## config.mk

```make
export PLATFORM = sky130hd
export DESIGN_NAME = fft_frame_sequencer
export DESIGN_NICKNAME = d
export VERILOG_FILES = /design/src/rtl/fft_pkg.sv /design/src/rtl/fft_tick_gen.sv /design/src/rtl/fft_frame_sequencer.sv
export SDC_FILE = /design/constraint.sdc
export NUM_CORES = 1
export LEC_CHECK = 0
export ABC_AREA = 1
export CAP_MARGIN = 20
export CORE_ASPECT_RATIO = 1.25
export CORE_MARGIN = 2
export CORE_UTILIZATION = 56
export DETAILED_ROUTE_END_ITERATION = 8
export GPL_TIMING_DRIVEN = 0
export HOLD_SLACK_MARGIN = 0.02
export PLACE_DENSITY = 0.82
export SETUP_SLACK_MARGIN = 0.05
export SLEW_MARGIN = 20
export SYNTH_ARGS = -nofsm -noshare
export SYNTH_HDL_FRONTEND = slang
export SYNTH_SLANG_ARGS = --single-unit
```

## constraint.sdc

```tcl
create_clock -name clk_104mhz -period 2 [get_ports clk_104mhz]
set_input_delay 0.5 -clock clk_104mhz [delete_from_list [all_inputs] [get_ports clk_104mhz]]
set_output_delay 0.5 -clock clk_104mhz [all_outputs]
set_load 0.01 [all_outputs]
```

## src/rtl/fft_pkg.sv

```systemverilog
// fft_pkg
//   Shared types and constants for the FFT frame sequencer.
//   seq_state_t   : sequencer FSM states
//   FFT_N         : transform length (bins per magnitude frame)
//   BIN_LAST_KEPT : last magnitude bin the peak search consumes; its beat
//                   launches fft_sampler
//   cnt_width()   : counter width for a modulus, never less than 1 bit
package fft_pkg;

  typedef enum logic [2:0] {
    FILL,
    ARMED,
    SEND,
    MAG,
    SEARCH
  } seq_state_t;

  localparam int FFT_N = 4096;
  localparam logic [9:0] BIN_LAST_KEPT = 10'd1023;

  function automatic int cnt_width(input int n);
    return (n > 1) ? $clog2(n) : 1;
  endfunction

endpackage

```

## src/rtl/fft_tick_gen.sv

```systemverilog
// fft_tick_gen
//   Pass-rate divider. Counts clk_104mhz cycles from 0 to TICK_COUNT-1 and
//   raises tick for the single cycle the count sits at TICK_COUNT-1, then
//   wraps to 0.
// Ports
//   clk_104mhz  in   system clock
//   rst_n       in   async active-low reset, divider returns to 0
//   tick        out  1-cycle pass request
module fft_tick_gen
  import fft_pkg::*;
#(
  parameter int TICK_COUNT = 1_733_333
) (
  input  logic clk_104mhz,
  input  logic rst_n,
  output logic tick
);

  localparam int DIV_W = cnt_width(TICK_COUNT);

  logic [DIV_W-1:0] div_cnt;

  assign tick = (div_cnt == DIV_W'(TICK_COUNT - 1));

  always_ff @(posedge clk_104mhz or negedge rst_n) begin
    if (!rst_n) begin
      div_cnt <= '0;
    end else if (tick) begin
      div_cnt <= '0;
    end else begin
      div_cnt <= div_cnt + 1'b1;
    end
  end

endmodule

```

## src/rtl/fft_frame_sequencer.sv

```systemverilog
// fft_frame_sequencer
//   Runs one FFT analysis pass per rate tick: frame send, magnitude capture,
//   peak search, result. No pass starts until the frame buffer has been
//   filled once, and only one pass is ever in flight. Ticks arriving during
//   a pass are dropped and counted. Passes end early on a core tlast
//   misalignment or when they run longer than TIMEOUT_CYCLES.
// Ports
//   clk_104mhz, rst_n          clock, async active-low reset
//   enable                     permit new passes (in-flight pass completes)
//   clear_err                  pulse, clears error flags and overrun count
//   frame_wr                   one pulse per sample written to frame BRAM
//   fft_start                  1-cycle start to bram_to_fft
//   frame_tvalid/tready/tlast  AXIS monitor, bram_to_fft -> fft core
//   last_missing               fft core tlast-missing event
//   mag_tvalid/tlast/tuser     magnitude stream, tuser = bin index
//   sampler_start              1-cycle start to fft_sampler
//   sampler_done               fft_sampler done pulse
//   largest_bucket             fft_sampler result
//   peak_index, peak_valid     result of last good pass, 1-cycle update pulse
//   busy                       pass in flight (SEND/MAG/SEARCH)
//   err_missing, err_timeout   sticky abort causes
//   overrun_count              saturating count of dropped ticks
//
// state  | meaning
// FILL   | waiting for MIN_FILL frame writes after reset, ticks ignored
// ARMED  | idle, next tick with enable starts a pass
// SEND   | frame streaming into the core, waiting for the tlast handshake
// MAG    | magnitude bins arriving, waiting for bin BIN_LAST_KEPT
// SEARCH | sampler running, waiting for sampler_done and mag tlast
module fft_frame_sequencer
  import fft_pkg::*;
#(
  parameter int TICK_COUNT     = 1_733_333,
  parameter int MIN_FILL       = 4096,
  parameter int TIMEOUT_CYCLES = 1_048_576,
  parameter int OVR_W          = 8
) (
  input  logic              clk_104mhz,
  input  logic              rst_n,
  input  logic              enable,
  input  logic              clear_err,
  input  logic              frame_wr,
  output logic              fft_start,
  input  logic              frame_tvalid,
  input  logic              frame_tready,
  input  logic              frame_tlast,
  input  logic              last_missing,
  input  logic              mag_tvalid,
  input  logic              mag_tlast,
  input  logic [11:0]       mag_tuser,
  output logic              sampler_start,
  input  logic              sampler_done,
  input  logic [10:0]       largest_bucket,
  output logic [10:0]       peak_index,
  output logic              peak_valid,
  output logic              busy,
  output logic              err_missing,
  output logic              err_timeout,
  output logic [OVR_W-1:0]  overrun_count
);

  localparam int FILL_W = cnt_width(MIN_FILL + 1);
  localparam int TO_W   = cnt_width(TIMEOUT_CYCLES);

  logic tick;

  fft_tick_gen #(
    .TICK_COUNT(TICK_COUNT)
  ) u_tick_gen (
    .clk_104mhz(clk_104mhz),
    .rst_n     (rst_n),
    .tick      (tick)
  );

  seq_state_t        state;
  logic [FILL_W-1:0] fill_cnt;
  logic [TO_W-1:0]   to_cnt;
  logic              tl_seen;
  logic              done_seen;

  logic in_pass;
  logic frame_last_hs;
  logic mag_last_beat;
  logic bin_last_beat;
  logic to_hit;
  logic miss_hit;
  logic search_done;

  assign in_pass       = state inside {SEND, MAG, SEARCH};
  assign frame_last_hs = frame_tvalid & frame_tready & frame_tlast;
  assign mag_last_beat = mag_tvalid & mag_tlast;
  assign bin_last_beat = mag_tvalid & (mag_tuser == {2'b00, BIN_LAST_KEPT});
  assign to_hit        = in_pass & (to_cnt == TO_W'(TIMEOUT_CYCLES - 1));
  assign miss_hit      = in_pass & last_missing;
  // Sampler result and mag tlast may arrive in either order, or together;
  // include this cycle's events so completion costs no extra cycle.
  assign search_done   = (done_seen | sampler_done) & (tl_seen | mag_last_beat);

  always_ff @(posedge clk_104mhz or negedge rst_n) begin
    if (!rst_n) begin
      state         <= FILL;
      fill_cnt      <= '0;
      to_cnt        <= '0;
      tl_seen       <= 1'b0;
      done_seen     <= 1'b0;
      fft_start     <= 1'b0;
      sampler_start <= 1'b0;
      peak_index    <= '0;
      peak_valid    <= 1'b0;
      busy          <= 1'b0;
      err_missing   <= 1'b0;
      err_timeout   <= 1'b0;
      overrun_count <= '0;
    end else begin
      fft_start     <= 1'b0;
      sampler_start <= 1'b0;
      peak_valid    <= 1'b0;

      // A new error in the same cycle as clear_err leaves the flag set.
      if (clear_err) begin
        err_missing <= 1'b0;
        err_timeout <= 1'b0;
      end
      if (miss_hit) err_missing <= 1'b1;
      if (to_hit)   err_timeout <= 1'b1;

      // Includes the completing/aborting cycle: state is still a pass state.
      if (tick && in_pass) begin
        if (clear_err) begin
          overrun_count <= OVR_W'(1);
        end else if (!(&overrun_count)) begin
          overrun_count <= overrun_count + 1'b1;
        end
      end else if (clear_err) begin
        overrun_count <= '0;
      end

      if (in_pass) to_cnt <= to_cnt + 1'b1;

      case (state)
        FILL: begin
          if (frame_wr) begin
            if (fill_cnt == FILL_W'(MIN_FILL - 1)) begin
              fill_cnt <= FILL_W'(MIN_FILL);
              state    <= ARMED;
            end else begin
              fill_cnt <= fill_cnt + 1'b1;
            end
          end
        end
        ARMED: begin
          if (tick && enable) begin
            fft_start <= 1'b1;
            to_cnt    <= '0;
            tl_seen   <= 1'b0;
            done_seen <= 1'b0;
            busy      <= 1'b1;
            state     <= SEND;
          end
        end
        SEND: begin
          if (frame_last_hs) state <= MAG;
        end
        MAG: begin
          if (mag_last_beat) tl_seen <= 1'b1;
          if (bin_last_beat) begin
            sampler_start <= 1'b1;
            state         <= SEARCH;
          end
        end
        SEARCH: begin
          if (mag_last_beat) tl_seen <= 1'b1;
          if (sampler_done)  done_seen <= 1'b1;
          if (search_done) begin
            peak_index <= largest_bucket;
            peak_valid <= 1'b1;
            tl_seen    <= 1'b0;
            done_seen  <= 1'b0;
            busy       <= 1'b0;
            state      <= ARMED;
          end
        end
        default: begin
          busy  <= 1'b0;
          state <= FILL;
        end
      endcase

      // Abort overrides whatever the pass states decided this cycle.
      if (miss_hit || to_hit) begin
        sampler_start <= 1'b0;
        peak_valid    <= 1'b0;
        tl_seen       <= 1'b0;
        done_seen     <= 1'b0;
        busy          <= 1'b0;
        state         <= ARMED;
      end
    end
  end

endmodule
```

==> results of run 1 <==
==> placed cells by master (no fill, tap or decap), types with 2 or more instances in the layout <==
cell type / count
nand2_4: 2
nand2_2: 4
xnor2_1: 7
nor4_1: 7
o21ai_1: 2
o21bai_1: 2
buf_4: 6
clkbuf_8: 12
a21oi_1: 18
buf_2: 3
dfrtp_1: 83
nand3_2: 4
nor2_2: 6
nor3_1: 14
xor2_1: 21
inv_2: 7
or2_2: 4
nand4_1: 22
nand3_1: 49
o211ai_1: 2
nand3b_1: 4
o21ai_0: 15
inv_1: 77
nand2_1: 157
nor2_4: 3
ha_1: 5
nor3_4: 2
clkbuf_1: 6
nor2_1: 78
clkdlybuf4s50_1: 58
==> layout make-up <==
cell class,count,area (um^2)
flip-flops and latches,84,2103
clock buffers,15,176.4
clock inverters,1,5.005
plain buffers,6,26.28
inverters,85,319.1
repair buffers,65,653.1
well taps,97,121.4
fillers,669,2515
multi-input cells,434,2182
==> logic make-up after synthesis <==
kind of cell               count (synthesis)
and+or+nand+nor                          360
buffers and inverters                     91
DFF                                       84
AOI/OAI and AO/OA                         41
xor gates and xnor gates                  28
adders and majority gates                  5
==> flip-flops by register name, indices dropped and copies added, names as in the netlist <==
signal,flops
u_tick_gen.div_cnt,21
to_cnt,20
fill_cnt,13
peak_index,11
overrun_count,8
state,3
busy,1
done_seen,1
err_missing,1
err_timeout,1
fft_start,1
peak_valid,1
sampler_start,1
tl_seen,1
==> power groups by stage <==
| stage | clock network [mW] | registers, mW | logic [mW] |
|---|---|---|---|
| after floorplan | 0 | 1.73 | 0.0124 |
| after global placement | 0 | 1.73 | 0.118 |
| after detailed placement | 0 | 1.73 | 0.128 |
| after CTS | 1.18 | 1.70 | 0.128 |
| after global routing | 1.24 | 1.70 | 0.139 |
| final | 1.15 | 1.70 | 0.125 |
==> through the flow <==
| step | util | instance area, um^2 |
|---|---|---|
| after global placement | 0.6565 | 5319 |
| after floorplan | - | 4607 |
| after CTS | 0.6820 | 5525 |
| after detailed placement | 0.6596 | 5344 |
| final | 0.6896 | 5587 |
| after global routing | 0.6896 | 5587 |
==> metal layers <==
metal | wire, um | up-vias
met3 | 394 | 42
met5 | 0 | -
met4 | 455 | 0
met2 | 5445 | 123
met1 | 4488 | 2026
li1 | - | 2095
==> worst paths after layout <==
check	startpoint	to	slack, ns	depth (start not counted)
max	overrun_count[6]	overrun_count[6]	0.10	1
min	rst_n	u_tick_gen.div_cnt[11]	0.09	1
max reg2reg	to_cnt[1]	state[1]	0.20	12
min reg2reg	peak_index[7]	peak_index[7]	0.49	2
max in group asynchronous	rst_n	to_cnt[11]	1.31	2
min in group clk_104mhz	peak_index[7]	peak_index[7]	0.49	2
==> timing repair <==
| action | in CTS | in global routing |
|---|---|---|
| hold endpoints to repair | 0 | 0 |
| resized for setup | 0 | 6 |
| setup endpoints to repair | 0 | 22 |
| buffers inserted | 0 | 5 |
==> run summary, run 1 <==
The run finished with clean final reports. Xor-xnor portion of the synthesized cell area: 0.05323. Row generation in the floorplan step produced 37 rows.

The share of Yosys cell area claimed by the top area cell type is 0.4563. The detailed-placement wirelength estimate came out at 8179 um. For the finished layout, the period the worst path requires is 1.895 ns. The share of the synthesized area in compound gates (AO/OA/AOI/OAI) is 0.04753. The adder-cell area share of the yosys netlist is 0.01358.

The worst setup path is launched from a register. The worst ir drop on vdd is 0.3573 mV, and the die outline height is 105.4 um. The clock-pin slew reported for the worst setup and hold paths after clock tree synthesis was 0.08 ns. For the power dissipated by switching net loads, the log shows 0.6534 mW. The run gives 0.3067 as the met1 global-route usage. The logic gate share of total power is 0.042, and the clock share of power is 0.387. The internal portion of the total power is 2.318 mW.

Traced cell by cell, the critical path runs through clkdlybuf4s50_1. The tools report the count of hold-fix buffers inserted at cts as 0. For this design the ratio of total power to cell area is 531.8 nW/um^2.

The global-route track usage on met3 is 0.03132. Sorting the synthesized cells by area gives the leading types as dfrtp_1 (46%), nand2_1 (13%), nor2_1 (6.4%). The top-level port count came out at 60.

The type of the worst setup path was reg -> out. The tools report the count of yosys warnings during synthesis as 0. In the final timing run, aggregate negative setup slack is 0 ns. The post-synthesis share of cell area spent on and, or, nand and nor gates was 0.3544. In this run the remaining antenna-violating nets after routing total 0. The die covers 8973 um^2. 0 antenna diodes ended up in the layout. The leading area contributor after synthesis was dfrtp_1. In the final routed layout, each cell accounts on average for 13.70 um.

The area of the mapped netlist is 4607 um^2, and the worst hold slack is 0.09252 ns. The slowest stage of the critical path is the clkdlybuf4s50_1 cell. The number of antenna violations at the first check in global routing was 0; the total routed wirelength was 10780 um. The logs give 0.007329 ns for the setup skew after layout and 0.4107 for the global routing met2 resource utilization.

The number of buffer and inverter stages on the critical path works out to 1. Entering global routing, the biggest net connects 48 pins. After layout, the worst setup slack is 0.1049 ns. The cell count after synthesis came out at 609. The number of max-slew violations in the final report is 0, and the number of synthesized flops with an enable pin is 0.

Using the TritonRoute via totals, the vias-per-cell ratio works out to 5.446. The layout cell share with drive strength beyond 1 is 0.08261. For this run, the leading register cell type out of synthesis is dfrtp_1.

The delay of the slowest critical-path stage works out to 0.58 ns. The headroom to the max-slew limit was 0.6630. For the via count, the log shows 4286. The number of maximum-capacitance constraint violations came out at 0.

The tools report the kind of end point of the critical path as an output port. In this run the standard cell core region covers 8102 um^2. The tree is rooted in a clkbuf_8. The initial standard-cell utilization of the core came out at 0.5686.

The global routing stage identified its most utilized layer as met2. The run gives 34 as the count of unique library cells instantiated by Yosys. For the first-pass GRT wire length, the log shows 18000 um.

The die outline width is 85.13 um, and the count of input and output buffers is 59. Sorting the synthesized cells by how often they occur yields nand2_1 (158), dfrtp_1 (84), nor2_1 (78), inv_1 (77), nand3_1 (51). The library cell with the highest instance count after synthesis is nand2_1. The analysis attributes to cell leakage a power of 2.756 nW. The multiplexer share of the synthesized area came out at 0. The congestion estimate from routability-driven global placement came to 0.9293. Setup repair after global routing could not meet its margin everywhere. Setup violations remaining at the end of the flow were counted as 0. The number of clock buffers inserted by TritonCTS came out at 9. In this run the mean area of a mapped cell was 7.565 um^2. The remaining routing DRC violations was 0. The tightest min-delay check is of the in -> async type.

The run gives 253 as the DRC marker count from the first detailed-route iteration. For the post-synthesis sequential area ratio, the log shows 0.4563. The longest clock path from root to sink contains 2 buffers. The first-pass detailed-route iteration total was 5; the maximum fanout count along the critical path was 6.

The combined global-route utilization of all metal layers came out at 0.2489. TritonCTS built the clock tree. The clock latency of the later-clocked register in the worst-skew pair was 0.37 ns; the final non-filler cell total was 787. The final layout contains 725 nets. The share of the clock period used by the worst path after layout is 0.9476, and the number of placed instances, taps included is 766.

Among cell families on the critical path, the largest total delay comes from buffers and inverters. For this run, the top clock speed supported by timing is 527.7 MHz. The number of nets in the synthesized netlist is 649. Relative to the synthesized area, the layout overhead comes to 21.27%. Dominant combinational cell family by area after synthesis: simple AND/OR/NAND/NOR gates. CTS built an H-tree with a depth of 3. The share of synthesized flip-flops with an asynchronous set or reset is 1.000, and the arrival time at the worst endpoint is 1.40 ns. Total of flip-flops plus latches after synthesis: 84.

For the pin with the worst max-slew slack, the measured transition is 0.5054 ns. Sequential group share of total power: 0.571. Worst slack at placement: -0.08537 ns. The switching portion of total power is 0.2199, and the overall power of the completed layout is 2.971 mW. The tree built by TritonCTS fans out to 84 sinks.

The total overflow reported by the global router is 0. The number of global-route vias before repair was 4144; the worst path required time was 1.50 ns. The number of hold violations in the final report came out at 0.
Power figures use the tool's default switching activity.
==> inputs of run 2 (changes only) <==
- CORE_UTILIZATION: 56 -> 57
- PLACE_DENSITY: 0.82 -> 0.83
- clock period: 2 -> 2.3 ns (I/O delays scaled with it)
==> run 2 against run 1 <==
Clock skew up 0.0066 ns. Die area fell by 1.7%. Hold slack gained 0.083 ns. Via count decreased by 2.8%. Utilization is 2.0 points higher. Largest power group unchanged. Highest routed layer unchanged.
==> run summary, run 2 (same netlist as run 1, synthesis figures left out) <==
Kind of end point of the critical path: an output port (unchanged). The largest register by flop count is u_tick_gen.div_cnt (unchanged). The post-CTS resize count is 0 (unchanged), and the floorplan die area is 8822 um^2 (was 8973 um^2).

The number of antenna violations at the first check in global routing came out at 0 (unchanged). Type of the worst setup path: reg -> out (unchanged). The final weighted congestion in routability-driven placement was 0.9170 (was 0.9293); the mean number of vias per cell was 5.338 (was 5.446). The kind of cell adding the most delay to the critical path is buffers and inverters (unchanged). The die outline height works out to 104.5 um (was 105.4 um).

The number of clock buffers inserted by TritonCTS was 9 (unchanged). The logs give 0.6344 (was 0.6630) for the headroom to the max-slew limit and 2102 um^2 (was 2103 um^2) for the combined flip-flop and latch cell area. TritonCTS built the clock tree.

Slowest library cell on the worst path: clkdlybuf4s50_1 (unchanged). The maximum level of the CTS H-tree came out at 3 (unchanged). Total leakage power: 2.746 nW (was 2.756 nW). Launch point of the critical path: overrun_count[5] (was overrun_count[6]). The sink count of the clock tree was 84 (unchanged); the maximum achievable frequency was 505.3 MHz.

The number of global-route vias before repair is 4172 (was 4144), and the DRC marker count from the first detailed-route iteration is 192 (was 253). After layout, the minimum clock period comes to 1.979 ns. The leading cell type in the layout, fill and taps excluded is nand2_1 (unchanged). The tools report the arrival time at the worst endpoint as 1.40 ns (about the same). Buffer type at the clock tree root: clkbuf_8 (unchanged). The setup skew after layout was 0.01391 ns (was 0.007329 ns). The flow ran to the end, and the final reports show no timing, DRC or antenna violations. Top library cells by usage in the layout, fill and taps aside: nand2_1 (158), dfrtp_1 (84), nor2_1 (78), inv_1 (77), clkdlybuf4s50_1 (58) (was nand2_1 (157), dfrtp_1 (83), nor2_1 (78), inv_1 (77), clkdlybuf4s50_1 (58)). The worst hold slack is 0.1758 ns (was 0.09252 ns), and the count of final setup violators is 0 (unchanged). The count of hold-fix buffers inserted at cts was 0 (unchanged). For the remaining routing DRC violations, the log shows 0 (unchanged). The remaining number of nets flagged by the antenna check after routing was 0 (unchanged). Setup repair after global routing left no endpoint under its margin.

The buffers inserted during post-CTS setup optimization is 0 (unchanged). Largest registers: u_tick_gen.div_cnt: 21 flops, to_cnt: 20 flops, fill_cnt: 13 flops (unchanged). The area occupied by multi-input gates came out at 2160 um^2 (was 2182 um^2).

The logs give 0 (unchanged) for the count of antenna diodes in the layout and 0 (unchanged) for the total overflow reported by the global router. The layout cell share with drive strength beyond 1 came out at 0.07445 (was 0.08261). The growth of design area from synthesis to finish was 20.72% (was 21.27%). Crit path cell chain: clkdlybuf4s50_1 (unchanged).

The tools report the number of hold violations in the final report as 0 (unchanged). The maximum clock insertion buffer count is 2 (unchanged). The maximum fanout count along the critical path was 6 (unchanged); the share of the clock period used by the worst path after layout was 0.8604.

The run gives 8158 um (was 8179 um) as the detailed-placement wirelength estimate. The average detailed-routed wire length per instance was 13.69 um (was 13.70 um); the total stage count of the critical path was 1 (unchanged). The number of cells on the worst reg-to-reg path was 11 (was 12).

Startpoint of the most critical register-to-register path: u_tick_gen.div_cnt[0] (was to_cnt[1]). For the final non-filler cell total, the log shows 780 (was 787). The worst hold path class was in -> async (unchanged). Number of flip-flops under the largest register name: 21 (unchanged). The logs give 0 (unchanged) for the number of max-slew violations in the final report and 10680 um (was 10780 um) for the total routed wirelength. The first-pass detailed-route iteration total is 4 (was 5). The logs give 0.5878 (was 0.5686) for the initial standard-cell utilization of the core and 0.4736 mV (was 0.3573 mV) for the worst ir drop on vdd. For the via count, the log shows 4164 (was 4286). The clock latency of the later-clocked register in the worst-skew pair is 0.37 ns (about the same). The number of rows created at floorplan was 36 (was 37). The run gives 7838 um^2 (was 8102 um^2) as the core area. The logs give 0.2561 (was 0.2489) for the combined global-route utilization of all metal layers and 764 (was 766) for the number of placed instances, taps included. The logs give 44 (was 48) for the maximum number of pins on one net before global-route repair and 720 (was 725) for the final-stage net count.

The utilization of the core after routing came out at 0.7096 (was 0.6896). The number of buffer and inverter stages on the critical path works out to 1 (unchanged). The delay of the slowest critical-path stage is 0.57 ns (was 0.58 ns), and the first-pass GRT wire length is 18300 um (was 18000 um). The ratio of total power to cell area is 504.9 nW/um^2 (was 531.8 nW/um^2).

Kind of start point of the critical path: a register (unchanged). The top-level port count came out at 60 (unchanged). The slew at the pin with the worst max-slew slack is 0.5484 ns (was 0.5054 ns).

The worst path required time is 1.73 ns (was 1.50 ns), and the clock-pin slew reported for the worst setup and hold paths after clock tree synthesis is 0.10 ns (was 0.08 ns). For the number of maximum-capacitance constraint violations, the log shows 0 (unchanged). The number of fillers in the final layout is 651 (was 669), and the count of input and output buffers is 59 (unchanged). The die outline width was 84.41 um (was 85.13 um).
## run 2: changes by cell type in the layout (fill, tap and decap cells not counted), sizes merged
cell / change
inv: +4
bufinv: +2
clkbuf: -6
buf: -5
## run 2: layout make-up
type / count / share of cell area
Clock buffer: 9 / 0.02227
Buffer: 6 / 0.004724
Clock inverter: 7 / 0.01867
Sequential cell: 84 / 0.3780
Timing Repair Buffer: 60 / 0.1093
Inverter: 85 / 0.05737
Tap cell: 95 / 0.02137
Multi-Input combinational cell: 434 / 0.3883
## run 2: through the flow
stage	power (mW)	setup TNS [ns]	worst slack, ns	area, um^2
detailed placement	1.615	0	0.1594	5334
floorplan	1.516	0	0.7434	4607
global placement	1.608	-191.27	-2.282	5316
global route	2.903	0	0.1576	5562
CTS	2.829	0	0.3062	5562
finish	2.808	0	0.3210	5562
## run 2: where the power goes
part,internal (mW),switching [mW]
Combinational,0.0573,0.0504
Sequential,1.48,0.0000000000000000406
Clock,0.629,0.596
Total,2.16,0.646
## run 2: worst paths after layout
kind,to,slack (ns)
worst max-delay path,overrun_count[5],0.32
worst min-delay path,peak_index[10],0.18
worst max register to register,overrun_count[0],0.36
worst min register to register,peak_index[6],0.49
max in group asynchronous,u_tick_gen.div_cnt[9],1.50
min in group clk_104mhz,peak_index[6],0.49
## run 2: routing by layer
layer,GRT usage,up-vias,part of all wire
met5,0,-,0
met4,0.09297,0,0.022
met3,0.05238,22,0.038
met2,0.4490,102,0.52
met1,0.3098,1950,0.42
li1,-,2090,-
==> inputs of run 3 (changes only) <==
- CORE_UTILIZATION: 57 -> 50
- PLACE_DENSITY: 0.83 -> 0.77
- clock period: 2.3 -> 1.7 ns (I/O delays scaled with it)
==> run 3 against run 2 <==
The flow now finishes with violations (negative setup slack). First-iteration DRC count rose by 82%. Cell count increased by 8.8%. Via count increased by 11%. Cell area increased by 17%. Wire length is 27% higher. Combinational power up 41%. Non-clock buffer count increased by 41. Register-to-register slack got worse by 0.47 ns. Sequential cell count unchanged. Power up 47%.
==> run summary, run 3 (same netlist as run 1, synthesis figures left out) <==
The run finished, with violations left. The slowest library cell on the worst path was dfrtp_1 (was clkdlybuf4s50_1). The die outline width is 89.86 um (was 84.41 um).

Leading cell type in the layout, fill and taps excluded: nand2_1 (unchanged). The slew at the pin with the worst max-slew slack was 0.5090 ns (was 0.5484 ns). The tools report the initial standard-cell utilization of the core as 0.5103 (was 0.5878). The clock-pin slew reported for the worst setup and hold paths after clock tree synthesis was 0.07 ns (was 0.10 ns); the worst slack at placement was -0.2847 ns (was 0.1594 ns).

The shortest period the worst path allows came out at 1.807 ns. For the sink count of the clock tree, the log shows 84 (unchanged). The remaining number of nets flagged by the antenna check after routing is 0 (unchanged). The layout cell share with drive strength beyond 1 works out to 0.2424 (was 0.07445). The internal power summed over all cells was 3.217 mW (was 2.162 mW); the average detailed-routed wire length per instance was 16.01 um (was 13.69 um). For the number of maximum-capacitance constraint violations, the log shows 0 (unchanged). Crit path cell chain: nand2_2 > inv_1 > nand2_1 > nor2_1 > inv_1 > nor4_2 > nand3_1 > nand2_1 > nor2_1 (was clkdlybuf4s50_1). The number of placed instances, taps included is 792 (was 764). The logs give 3 (unchanged) for the maximum level of the CTS H-tree and 0 (unchanged) for the number of max-slew violations in the final report.

Worst hold path class: in -> async (unchanged). The run gives 5376 um^2 (was 5334 um^2) as the standard cell area after detailed placement. The run gives 0 (unchanged) as the count of antenna diodes in the layout. TritonCTS built the clock tree. The share of the clock period used by the worst path after layout was 1.063. The tools report the clock share of power as 0.478 (was 0.436).

The growth of design area from synthesis to finish was 40.90% (was 20.72%). The maximum number of pins on one net before global-route repair is 51 (was 44). The count of input and output buffers was 59 (unchanged); the core area was 9027 um^2 (was 7838 um^2).

The largest register by flop count was u_tick_gen.div_cnt (unchanged). The final standard cell area without fillers was 6491 um^2 (was 5562 um^2); the maximum fanout count along the critical path was 5 (was 6). The number of rows created at floorplan came out at 39 (was 36). The ratio of total power to cell area was 634.9 nW/um^2 (was 504.9 nW/um^2). The combined global-route utilization of all metal layers came out at 0.2494 (was 0.2561). The floorplan die area is 10000 um^2 (was 8822 um^2), and the number of hold violations in the final report is 0 (unchanged). The final non-filler cell total is 849 (was 780), and the mean number of vias per cell is 5.449 (was 5.338). The tools report the overall power of the completed layout as 4.121 mW (was 2.808 mW).

For the count of final setup violators, the log shows 12 (was 0). Type of the worst setup path: reg -> reg (was reg -> out). The run gives 60 (unchanged) as the top-level port count.

Largest registers: u_tick_gen.div_cnt: 21 flops, to_cnt: 20 flops, fill_cnt: 13 flops (unchanged). The checks that failed: negative setup slack. For the setup skew after layout, the log shows 0.01028 ns (was 0.01391 ns). For the arrival time at the worst endpoint, the log shows 2.03 ns (was 1.40 ns).

Kind of start point of the critical path: a register (unchanged). Setup repair after global routing could not meet its margin everywhere. The delay of the slowest critical-path stage was 0.44 ns (was 0.57 ns); the number of clock buffers inserted by TritonCTS was 9 (unchanged). The DRC marker count from the first detailed-route iteration came out at 349 (was 192). The tools report the first-pass GRT wire length as 20240 um (was 18300 um). The utilization of the core after routing came out at 0.7191 (was 0.7096). The logs give 0 (unchanged) for the remaining routing DRC violations and 13590 um (was 10680 um) for the total routed wirelength.

For the worst ir drop on vdd, the log shows 0.6158 mV (was 0.4736 mV). Top library cells by usage in the layout, fill and taps aside: nand2_1 (143), dfrtp_1 (79), inv_1 (68), nor2_1 (60), nand3_1 (36) (was nand2_1 (158), dfrtp_1 (84), nor2_1 (78), inv_1 (77), clkdlybuf4s50_1 (58)). Kind of end point of the critical path: a register (was an output port). The total leakage power was 3.285 nW (was 2.746 nW); the number of global-route vias before repair was 4538 (was 4172). Kind of cell adding the most delay to the critical path: simple AND/OR/NAND/NOR gates (was buffers and inverters).

The headroom to the max-slew limit is 0.6606 (was 0.6344). The number of antenna violations at the first check in global routing was 0 (unchanged); the worst path required time was 1.93 ns (was 1.73 ns). The maximum clock insertion buffer count was 2 (unchanged); the clock latency of the later-clocked register in the worst-skew pair was 0.35 ns (was 0.37 ns). The worst hold slack was 0.03542 ns (was 0.1758 ns); the die outline height was 111.3 um (was 104.5 um). Final weighted congestion in routability-driven placement: 0.9649 (was 0.9170). For the power dissipated by switching net loads, the log shows 0.9045 mW (was 0.6464 mW). The slack of the critical path was -0.1072 ns (was 0.3210 ns); the via count was 4626 (was 4164).

The tools report the total overflow reported by the global router as 0 (unchanged). The final-stage net count was 761 (was 720). The run gives 0.485 (was 0.525) as the sequential group share of total power. The logic gate share of total power was 0.037 (was 0.038). The switching portion of total power is 0.2195 (was 0.2302). The number of flip-flops under the largest register name is 21 (unchanged). For the first-pass detailed-route iteration total, the log shows 5 (was 4). The detailed-placement wirelength estimate was 8124 um (was 8158 um). The final sum of negative setup slack was -0.5849 ns (was 0 ns); the maximum achievable frequency was 553.4 MHz.

Number of buffer and inverter stages on the critical path: 2 (was 1). Buffer type at the clock tree root: clkbuf_16 (was clkbuf_8).
[run 3: changes by cell type in the layout (fill, tap and decap cells not counted), sizes merged]
| cell | change |
|---|---|
| dlygate4sd2 | +23 |
| bufinv | -1 |
| dlymetal6s2s | +1 |
| clkinv | +3 |
| clkinvlp | +1 |
| clkbuf | +1 |
| inv | -4 |
| clkdlybuf4s50 | -24 |
| buf | +41 |
[run 3: final timing paths]
kind,from,end,cells after the start,slack [ns]
max in group asynchronous,rst_n,fill_cnt[10],2,1.06
worst max register to register,to_cnt[5],to_cnt[17],9,-0.11
worst max-delay path,to_cnt[5],to_cnt[17],9,-0.11
worst min-delay path,rst_n,u_tick_gen.div_cnt[15],1,0.04
min in group clk_104mhz,peak_index[0],peak_index[0],2,0.48
worst min register to register,peak_index[0],peak_index[0],2,0.48
[run 3: metal layers]
| layer | GRT usage | routed length [um] |
|---|---|---|
| met2 | 0.4500 | 7253 |
| met3 | 0.05710 | 723 |
| met1 | 0.2743 | 4937 |
| met4 | 0.1272 | 675 |
| met5 | 0 | 0 |
[run 3: layout make-up]
| class | count | area, um^2 |
|---|---|---|
| Multi-Input combinational cell | 434 | 2613 |
| Buffer | 5 | 26.28 |
| Fill cell | 642 | 2536 |
| Inverter | 85 | 331.6 |
| Clock inverter | 6 | 65.06 |
| Timing Repair Buffer | 102 | 964.7 |
| Sequential cell | 84 | 2108 |
| Tap cell | 123 | 153.9 |
| Clock buffer | 10 | 229.0 |
[run 3: power groups by stage]
stage	logic, mW	registers (mW)	clock network (mW)
5_1_grt	0.168	2.00	2.08
4_1_cts	0.152	2.00	1.99
2_1_floorplan	0.0146	2.04	0
3_5_place_dp	0.151	2.04	0
3_3_place_gp	0.139	2.04	0
6_report	0.152	2.00	1.97
[run 3: repair_timing]
| item | in CTS | in global routing |
|---|---|---|
| buffers inserted | 27 | 15 |
| cloned | 1 | 0 |
| endpoints found under the setup margin | 62 | 68 |
| hold buffers | 0 | 0 |
| resized for setup | 72 | 88 |
| pin swaps | 24 | 32 |
